### src/rtl/instr_fetch_unit.sv
// Program-counter and instruction-fetch stage: holds the PC, reads the internal ROM, hands {pc, instr} to decode.
// Latency: one cycle from PC to registered instr/pc outputs; first valid on the 2nd edge after reset release.
// Backpressure: valid & !ready freezes outputs and PC; redirect flushes. Optional macro FETCH_BOUNDS_CHECK_EN adds faulting.
module instr_fetch_unit #(
    parameter int              XLEN      = 32,
    parameter int              ROM_DEPTH = 64,
    parameter logic [XLEN-1:0] RESET_PC  = '0
) (
    input  logic            clk_i_fetch,
    input  logic            reset_i_fetch,
    input  logic            ready_i_fetch,
    input  logic            redirect_i_fetch,
    input  logic [XLEN-1:0] redirect_pc_i_fetch,
    output logic            valid_o_fetch,
    output logic [XLEN-1:0] instr_o_fetch,
    output logic [XLEN-1:0] pc_o_fetch,
    output logic [31:0]     fetch_count_o_fetch,
    output logic            fault_o_fetch
);

    localparam int IDX_W = $clog2(ROM_DEPTH);

    // Byte span covered by the ROM; any PC at or above this is outside it.
    localparam logic [XLEN-1:0] ROM_BYTES = XLEN'(ROM_DEPTH * 4);

    localparam logic [1:0] IDLE  = 2'd0;
    localparam logic [1:0] RUN   = 2'd1;
    localparam logic [1:0] FAULT = 2'd2;

    // Instruction store; contents are loaded from outside (no write port).
    logic [XLEN-1:0] rom [0:ROM_DEPTH-1] = '{default: '0};

    logic [1:0]      state;
    logic [XLEN-1:0] pc_q;
    logic            valid_q;
    logic [XLEN-1:0] instr_q;
    logic [XLEN-1:0] pc_out_q;
    logic [31:0]     fetch_count_q;

    logic [IDX_W-1:0] rom_idx;
    logic             advance;
    logic             accept;
    logic             fetch_bad;

    // Low two PC bits select a byte within a word, so the word index starts at bit 2.
    assign rom_idx = pc_q[IDX_W+1:2];
    assign advance = !valid_q || ready_i_fetch;
    assign accept  = valid_q && ready_i_fetch;

    // Decide whether the PC about to be fetched is illegal (only when bounds checking is built in).
    always_comb begin
        fetch_bad = 1'b0;
`ifdef FETCH_BOUNDS_CHECK_EN
        if ((pc_q[1:0] != 2'b00) || (pc_q >= ROM_BYTES)) begin
            fetch_bad = 1'b1;
        end
`endif
    end

    // PC, fetch outputs and state sequencing; redirect outranks a normal advance.
    always_ff @(posedge clk_i_fetch or posedge reset_i_fetch) begin
        if (reset_i_fetch) begin
            state    <= IDLE;
            pc_q     <= RESET_PC;
            valid_q  <= 1'b0;
            instr_q  <= '0;
            pc_out_q <= '0;
        end else begin
            case (state)
                IDLE: begin
                    // One settling edge after reset before the first fetch.
                    state <= RUN;
                end
                RUN: begin
                    if (redirect_i_fetch) begin
                        // Flush the current output; instr/pc keep their old values but are invalid.
                        valid_q <= 1'b0;
                        pc_q    <= redirect_pc_i_fetch;
                    end else if (advance) begin
                        if (fetch_bad) begin
                            // Report the offending PC and park until reset.
                            state    <= FAULT;
                            pc_out_q <= pc_q;
                            valid_q  <= 1'b0;
                        end else begin
                            instr_q  <= rom[rom_idx];
                            pc_out_q <= pc_q;
                            valid_q  <= 1'b1;
                            pc_q     <= pc_q + XLEN'(4);
                        end
                    end
                end
                FAULT: begin
                    // Sticky: ready and redirect are ignored, only reset leaves.
                    valid_q <= 1'b0;
                end
                default: begin
                    state   <= IDLE;
                    valid_q <= 1'b0;
                end
            endcase
        end
    end

    // Count every handshake with decode, including one that coincides with a redirect.
    always_ff @(posedge clk_i_fetch or posedge reset_i_fetch) begin
        if (reset_i_fetch) begin
            fetch_count_q <= '0;
        end else if (accept) begin
            fetch_count_q <= fetch_count_q + 32'd1;
        end
    end

    assign valid_o_fetch       = valid_q;
    assign instr_o_fetch       = instr_q;
    assign pc_o_fetch          = pc_out_q;
    assign fetch_count_o_fetch = fetch_count_q;

`ifdef FETCH_BOUNDS_CHECK_EN
    assign fault_o_fetch = (state == FAULT);
`else
    assign fault_o_fetch = 1'b0;
`endif

endmodule

### config.mk
export PLATFORM = sky130hd
export DESIGN_NAME = instr_fetch_unit
export DESIGN_NICKNAME = d
export VERILOG_FILES = /design/src/rtl/instr_fetch_unit.sv
export SDC_FILE = /design/constraint.sdc
export NUM_CORES = 1
export LEC_CHECK = 0
export BUFFER_PORTS_ARGS = -buffer_cell sky130_fd_sc_hd__buf_2
export CAP_MARGIN = 30
export CORE_UTILIZATION = 35
export DETAILED_ROUTE_END_ITERATION = 16
export PLACE_DENSITY = 0.64
export SLEW_MARGIN = 20
export SYNTH_ARGS = -nofsm -noshare
export SYNTH_HDL_FRONTEND = slang
export SYNTH_SLANG_ARGS = --single-unit
### constraint.sdc
create_clock -name clk_i_fetch -period 4.8 [get_ports clk_i_fetch]
set_input_delay 0.24 -clock clk_i_fetch [delete_from_list [all_inputs] [get_ports clk_i_fetch]]
set_output_delay 0.24 -clock clk_i_fetch [all_outputs]
set_load 0.02 [all_outputs]
==> results of run 1 <==
## routing by layer
| metal | GRT usage [%] | wire length (um) |
|---|---|---|
| met1 | 23.87 | 5823 |
| met2 | 28.13 | 6045 |
| met3 | 4.290 | 695 |
| met4 | 5.640 | 188 |
| met5 | 0 | 0 |
## flip-flops by register name, indices dropped and copies added, names as in the netlist
register and cells:
fetch_count_o_fetch 32, pc_o_fetch 32, pc_q 32, state 1
valid_o_fetch 1
## path summary, 6_finish.rpt
| check | start | to | cells after the start |
|---|---|---|---|
| setup / recovery | state[0] | pc_o_fetch[7] | 4 |
| hold / removal | redirect_pc_i_fetch[1] | pc_q[1] | 3 |
| setup reg to reg | state[0] | pc_o_fetch[7] | 4 |
| hold reg to reg | fetch_count_o_fetch[31] | fetch_count_o_fetch[31] | 1 |
| max in group asynchronous | reset_i_fetch | pc_o_fetch[14] | 4 |
| min in group asynchronous | reset_i_fetch | fetch_count_o_fetch[11] | 3 |
## tightest hold or removal path, delay by kind of cell
kind | cells | cell delay, ns
AND/OR/NAND/NOR | 2 | 0.08
buffers and inverters | 1 | 0.08
## power groups by stage
stage | Clock, mW | Combinational [mW] | Sequential (mW)
final | 0.745 | 0.571 | 1.11
after global placement | 0 | 0.563 | 1.12
after floorplan | 0 | 0.299 | 1.21
after CTS | 0.761 | 0.578 | 1.11
after global routing | 0.796 | 0.628 | 1.13
after detailed placement | 0 | 0.575 | 1.13
## cells by family after synthesis
| logic type | count (synthesis) | synth area share [%] |
|---|---|---|
| compound gates | 82 | 11.45 |
| xor+xnor | 31 | 5.308 |
| mux | 30 | 6.507 |
| buf+inv | 69 | 7.779 |
| simple gates | 188 | 20.38 |
| other cells | 2 | 0.1468 |
| fa+ha+maj | 2 | 0.4892 |
| flops | 98 | 47.95 |
## through the flow
stage | cells | util, % | hold slack [ns]
6_report | 779 | 42.39 | 0.07392
5_1_grt | 779 | 42.39 | 0.08397
4_1_cts | 778 | 42.35 | 0.06923
3_5_place_dp | 761 | 40.14 | 0.2715
3_3_place_gp | 761 | 40.14 | 0.2681
2_1_floorplan | 534 | - | 0.3454
## cell type report
type / instances / share of cell area (%)
clock buffers: 9 / 3.784
clock inverters: 7 / 1.261
inverters: 13 / 0.8619
multi-input cells: 367 / 40.07
flip-flops and latches: 98 / 41.20
well taps: 180 / 3.784
repair buffers: 105 / 9.039
## placed cells by master (no fill, tap or decap), types with 3 or more instances in the layout
cell       synthesis  layout
buf_2              2     101
and3_1            16      16
nand2_1           31      31
inv_1             13      12
o2bb2ai_1          4       4
and2_1             7       7
mux2i_1            4       4
conb_1             2      34
dfrtp_1           98      98
a311oi_1          13      13
o21ai_0           21      21
inv_6              0       3
a211oi_1           6       6
nor4_1             7       7
o221ai_1           3       3
xor2_1            10      10
xnor2_1           21      21
a22oi_1            4       4
mux2_2            26      26
a21oi_1           10      10
nand4_1           21      21
nand3_1           28      28
buf_4             34       3
nor2_1            29      29
nor3_1            18      18
and4_1             5       5
o311ai_0           4       4
nand3b_1           7       7
clkbuf_16          0       9
nor2b_1            3       3
==> results.md, run 1 <==
* Hold Fails Final Rpt at 0
* Minimum clock period at 2.516 ns
* Pre-CTS setup slack at 2.145 ns
* R2R setup slack at 2.28 ns
* Slowest CP cell: dfrtp_1
* CTS Sinks at 98
* Max Slew Vio Count at 0
* Die height at 122.9 um
* Switching power at 831.0 uW
* Synth Flop Type: dfrtp_1
* Number of flops mapped to enable cells by yosys at 0
* CP cell instances: nor2b_1 > nand2_1 > buf_4 > mux2_2
* Synth area leader: dfrtp_1
* Flop pwr share at 45.7%
* Skew final at 0.007935 ns
* Critical-path maximum fanout at 24
* Remaining antenna violation count after routing at 0
* Critical path buffer and inverter count at 1
* Dpl cell area at 0.005637 mm^2
* Worst path top cell family by delay: simple AND/OR/NAND/NOR gates
* Setup TNS at 0 ns
* Area contributors post-synth: dfrtp_1 (48%), mux2_2 (5.7%), buf_4 (5.0%), xnor2_1 (3.6%), nand3_1 (2.7%)
* Yosys warnings at 0
* Chip width at 122.9 um
* Final setup viols at 0
* Combinational share of power at 23.5%
* Grt total ovfl at 0
* Synth top area share at 47.95%
* Syn avg cell area at 10.19 um^2
* Leakage at 2.755 nW
* Number of setup buffers added after CTS at 0
* Flops & latches, synth at 98
* Initial antenna violation count at 0
* # DRC at 0
* Syn Inst Count at 502
* Crit Path Category: flip-flop to flip-flop
* Layout cells sized above 1 at 26.21%
* Hold-fix buffers, CTS at 1
* Final setup margin at 2.284 ns
* Power Dens Cells at 407.5 mW/mm^2
* Area Overhead vs Synth at 16.36%
* Tcrit/Tclk final at 52.41%
* Number of max-cap violations at 0
* # nets final at 632
* Critical path startpoint category: flip-flop
* Multi-input logic area at 0.002385 mm^2
* Hold WC Path Type: primary input to flip-flop
* Int Power at 1.594 mW
* Reg area at 0.002452 mm^2
* Unrepaired setup endpoints after global routing: false
* Crit path arrival time at 2.75 ns
* Most frequent cells after synthesis: dfrtp_1 (98), buf_4 (34), nand2_1 (31)
* Routed via count at 4165
* # diodes at 0
* Crit path required time at 5.03 ns
* Routed WL at 12.75 mm
* CTS H-Tree Depth at 3
* Clk_lat worst skew at 0.35 ns
* Max IR drop VDD at 191.9 uV
* Max Freq at 0.3975 GHz
* Total power at 2.425 mW
* Ys async rst share at 100.0%
* HPWL after DPL at 9.025 mm
* Via/cell ratio at 5.347
* CTS tree: built
* DR iter-0 viols at 333
* Largest net degree at the start of global routing at 67
* Worst Tran Pin Value at 0.9301 ns
* Switching part of the total at 34.26%
* Die area at 0.01510 mm^2
* Drt first pass iters at 5
* Routability cong. at 0.8567
* CP peak stage delay at 0.66 ns
* CP endpoint kind: flip-flop
* Global-route wire length before repair at 20.59 mm
* Most frequent cell after synthesis: dfrtp_1
* Post-Syn Area at 0.005115 mm^2
* Core box area at 0.01404 mm^2
* Initial Util at 36.43%
* # fillers at 1350
* Clock Power Share at 30.7%
* Post-synth cell types at 55
* Total track usage at 17.76%
* Reg clk slew, reported paths at 0.07 ns
* I/O pins at 134
* Cts bufs inserted at 9
* IO buf count at 100
* CTS Buffer Depth at 2
* Vias in the first global route at 3984
* Relative slew slack at 37.99%
* Post_cts resized at 0
* Cell area after layout at 0.005952 mm^2
* Number of cell rows at 43
* Status: complete, no violations
* CTS root buffer: clkbuf_16
* DR WL/cell at 16.37 um
* Register area share after synthesis at 47.95%
(Power assumes the default switching activity.)
==> run 2: changes to the inputs <==
==> constraint.sdc (replaced) <==
create_clock -name clk_i_fetch -period 2.4 [get_ports clk_i_fetch]
set_input_delay 0.12 -clock clk_i_fetch [delete_from_list [all_inputs] [get_ports clk_i_fetch]]
set_output_delay 0.12 -clock clk_i_fetch [all_outputs]
set_load 0.02 [all_outputs]
==> results.md, run 2 (synthesis results as in run 1) <==
* Cell count after placement at 772
* DR iter-0 viols at 332
* CTS H-Tree Depth at 3
* CTS Buffer Depth at 2
* Non-Filler Instances at 791
* Relative slew slack at 48.16%
* Leakage at 2.816 nW
* Routed via count at 4196
* Vias in the first global route at 4094
* # diodes at 0
* DR WL/cell at 16.52 um
* Number of setup buffers added after CTS at 0
* Reg clk slew, reported paths at 0.08 ns
* Remaining antenna violation count after routing at 0
* Power Dens Cells at 802.9 mW/mm^2
* Area Overhead vs Synth at 18.86%
* Critical path startpoint category: flip-flop
* Setup TNS at 0 ns
* Number of cell rows at 43
* Number of max-cap violations at 0
* Crit Path Category: flip-flop to flip-flop
* Core box area at 0.01404 mm^2
* Max Slew Vio Count at 0
* Initial antenna violation count at 0
* Dpl cell area at 0.005746 mm^2
* IO buf count at 100
* Chip width at 122.9 um
* Initial Util at 36.43%
* Max Freq at 0.5307 GHz
* I/O pins at 134
* # nets final at 644
* HPWL after DPL at 9.370 mm
* Worst Hold Slack at 0.01380 ns
* Cts bufs inserted at 9
* Drt first pass iters at 5
* Unrepaired setup endpoints after global routing: false
* Most frequent cells in the layout: buf_2 (100), dfrtp_1 (98), conb_1 (34)
* Global-route wire length before repair at 21.25 mm
* CTS Sinks at 98
* Final setup viols at 0
* Die area at 0.01510 mm^2
* Hold Fails Final Rpt at 0
* Final setup margin at 0.5156 ns
* Largest net degree at the start of global routing at 55
* Critical-path maximum fanout at 6
* Tcrit/Tclk final at 78.52%
* Max IR drop VDD at 375.1 uV
* Crit path arrival time at 2.14 ns
* Commonest non-fill, non-tap cell in the layout: buf_2
* Crit path required time at 2.66 ns
* Layout cells sized above 1 at 27.33%
* Routed WL at 13.07 mm
* CTS tree: built
* Skew final at 0.01191 ns
* Minimum clock period at 1.884 ns
* Die height at 122.9 um
* CTS root buffer: clkbuf_16
* # DRC at 0
* Total track usage at 18.24%
* Worst Tran Pin Value at 0.7712 ns
* Via/cell ratio at 5.305
* Grt total ovfl at 0
* Pre-CTS setup slack at 0.5482 ns
* Hold WC Path Type: primary input to flip-flop
* Clk_lat worst skew at 0.35 ns
* CP endpoint kind: flip-flop
* Routability cong. at 0.8576
* Status: complete, no violations
* Cell area after layout at 0.006080 mm^2
-- run 2: cell count changes in the layout (fill, tap and decap cells not counted) --
cell / before / now
buf_4: 3 / 12
buf_12: 0 / 2
clkinvlp_4: 0 / 2
dlygate4sd3_1: 1 / 3
inv_6: 3 / 1
buf_2: 101 / 100
clkbuf_8: 0 / 1
inv_4: 1 / 0
-- run 2: worst paths after layout --
| path | startpoint | to | slack (ns) | cells past startpoint |
|---|---|---|---|---|
| max | pc_q[2] | pc_q[28] | 0.52 | 5 |
| min reg2reg | fetch_count_o_fetch[31] | fetch_count_o_fetch[31] | 0.48 | 1 |
| max in group asynchronous | reset_i_fetch | pc_o_fetch[18] | 1.43 | 4 |
| min in group asynchronous | reset_i_fetch | pc_q[5] | 0.21 | 3 |
| max reg2reg | pc_q[2] | pc_q[28] | 0.52 | 5 |
| min | redirect_pc_i_fetch[24] | pc_q[24] | 0.01 | 3 |
-- run 2: cell type report --
type	count	area [um^2]
Sequential cell	98	2452
Fill cell	1355	7963
Clock inverter	6	65.06
Clock buffer	10	239.0
Inverter	13	52.55
Multi-Input combinational cell	367	2385
Timing Repair Buffer	117	660.6
Tap cell	180	225.2
-- run 2: what timing repair did --
item                                   4_1_cts  5_1_grt
hold buffers                                 3        0
endpoints found under the hold margin       59        0
gates resized for setup                      0        0
-- run 2: stage by stage --
step | total power [mW] | util, %
after floorplan | 3.018 | -
after global placement | 3.382 | 40.92
after detailed placement | 3.419 | 40.92
after CTS | 4.945 | 43.30
after global routing | 5.148 | 43.30
final | 4.881 | 43.30
-- run 2: where the power goes --
| part | leakage, nW | internal (mW) | switching, mW |
|---|---|---|---|
| logic | 1.44 | 0.450 | 0.724 |
| clock network | 0.149 | 0.839 | 0.659 |
| registers | 1.22 | 1.93 | 0.274 |
-- run 2: per-layer routing --
layer | track usage [%] | vias to the layer above | share of wire (%) | wire length, um
li1 | - | 1983 | - | -
met1 | 24.58 | 2054 | 45 | 5910
met2 | 28.69 | 141 | 48 | 6272
met3 | 4.659 | 18 | 5.2 | 674
met4 | 5.640 | 0 | 1.6 | 212
met5 | 0 | - | 0 | 0
-- run 2: worst max-delay path, cell delays in order, from the launching register on --
cell,delay (ns)
dfrtp_1,0.43
ha_1,0.22
nand4_2,0.13
or3_1,0.43
o41a_1,0.35
a311oi_1,0.23
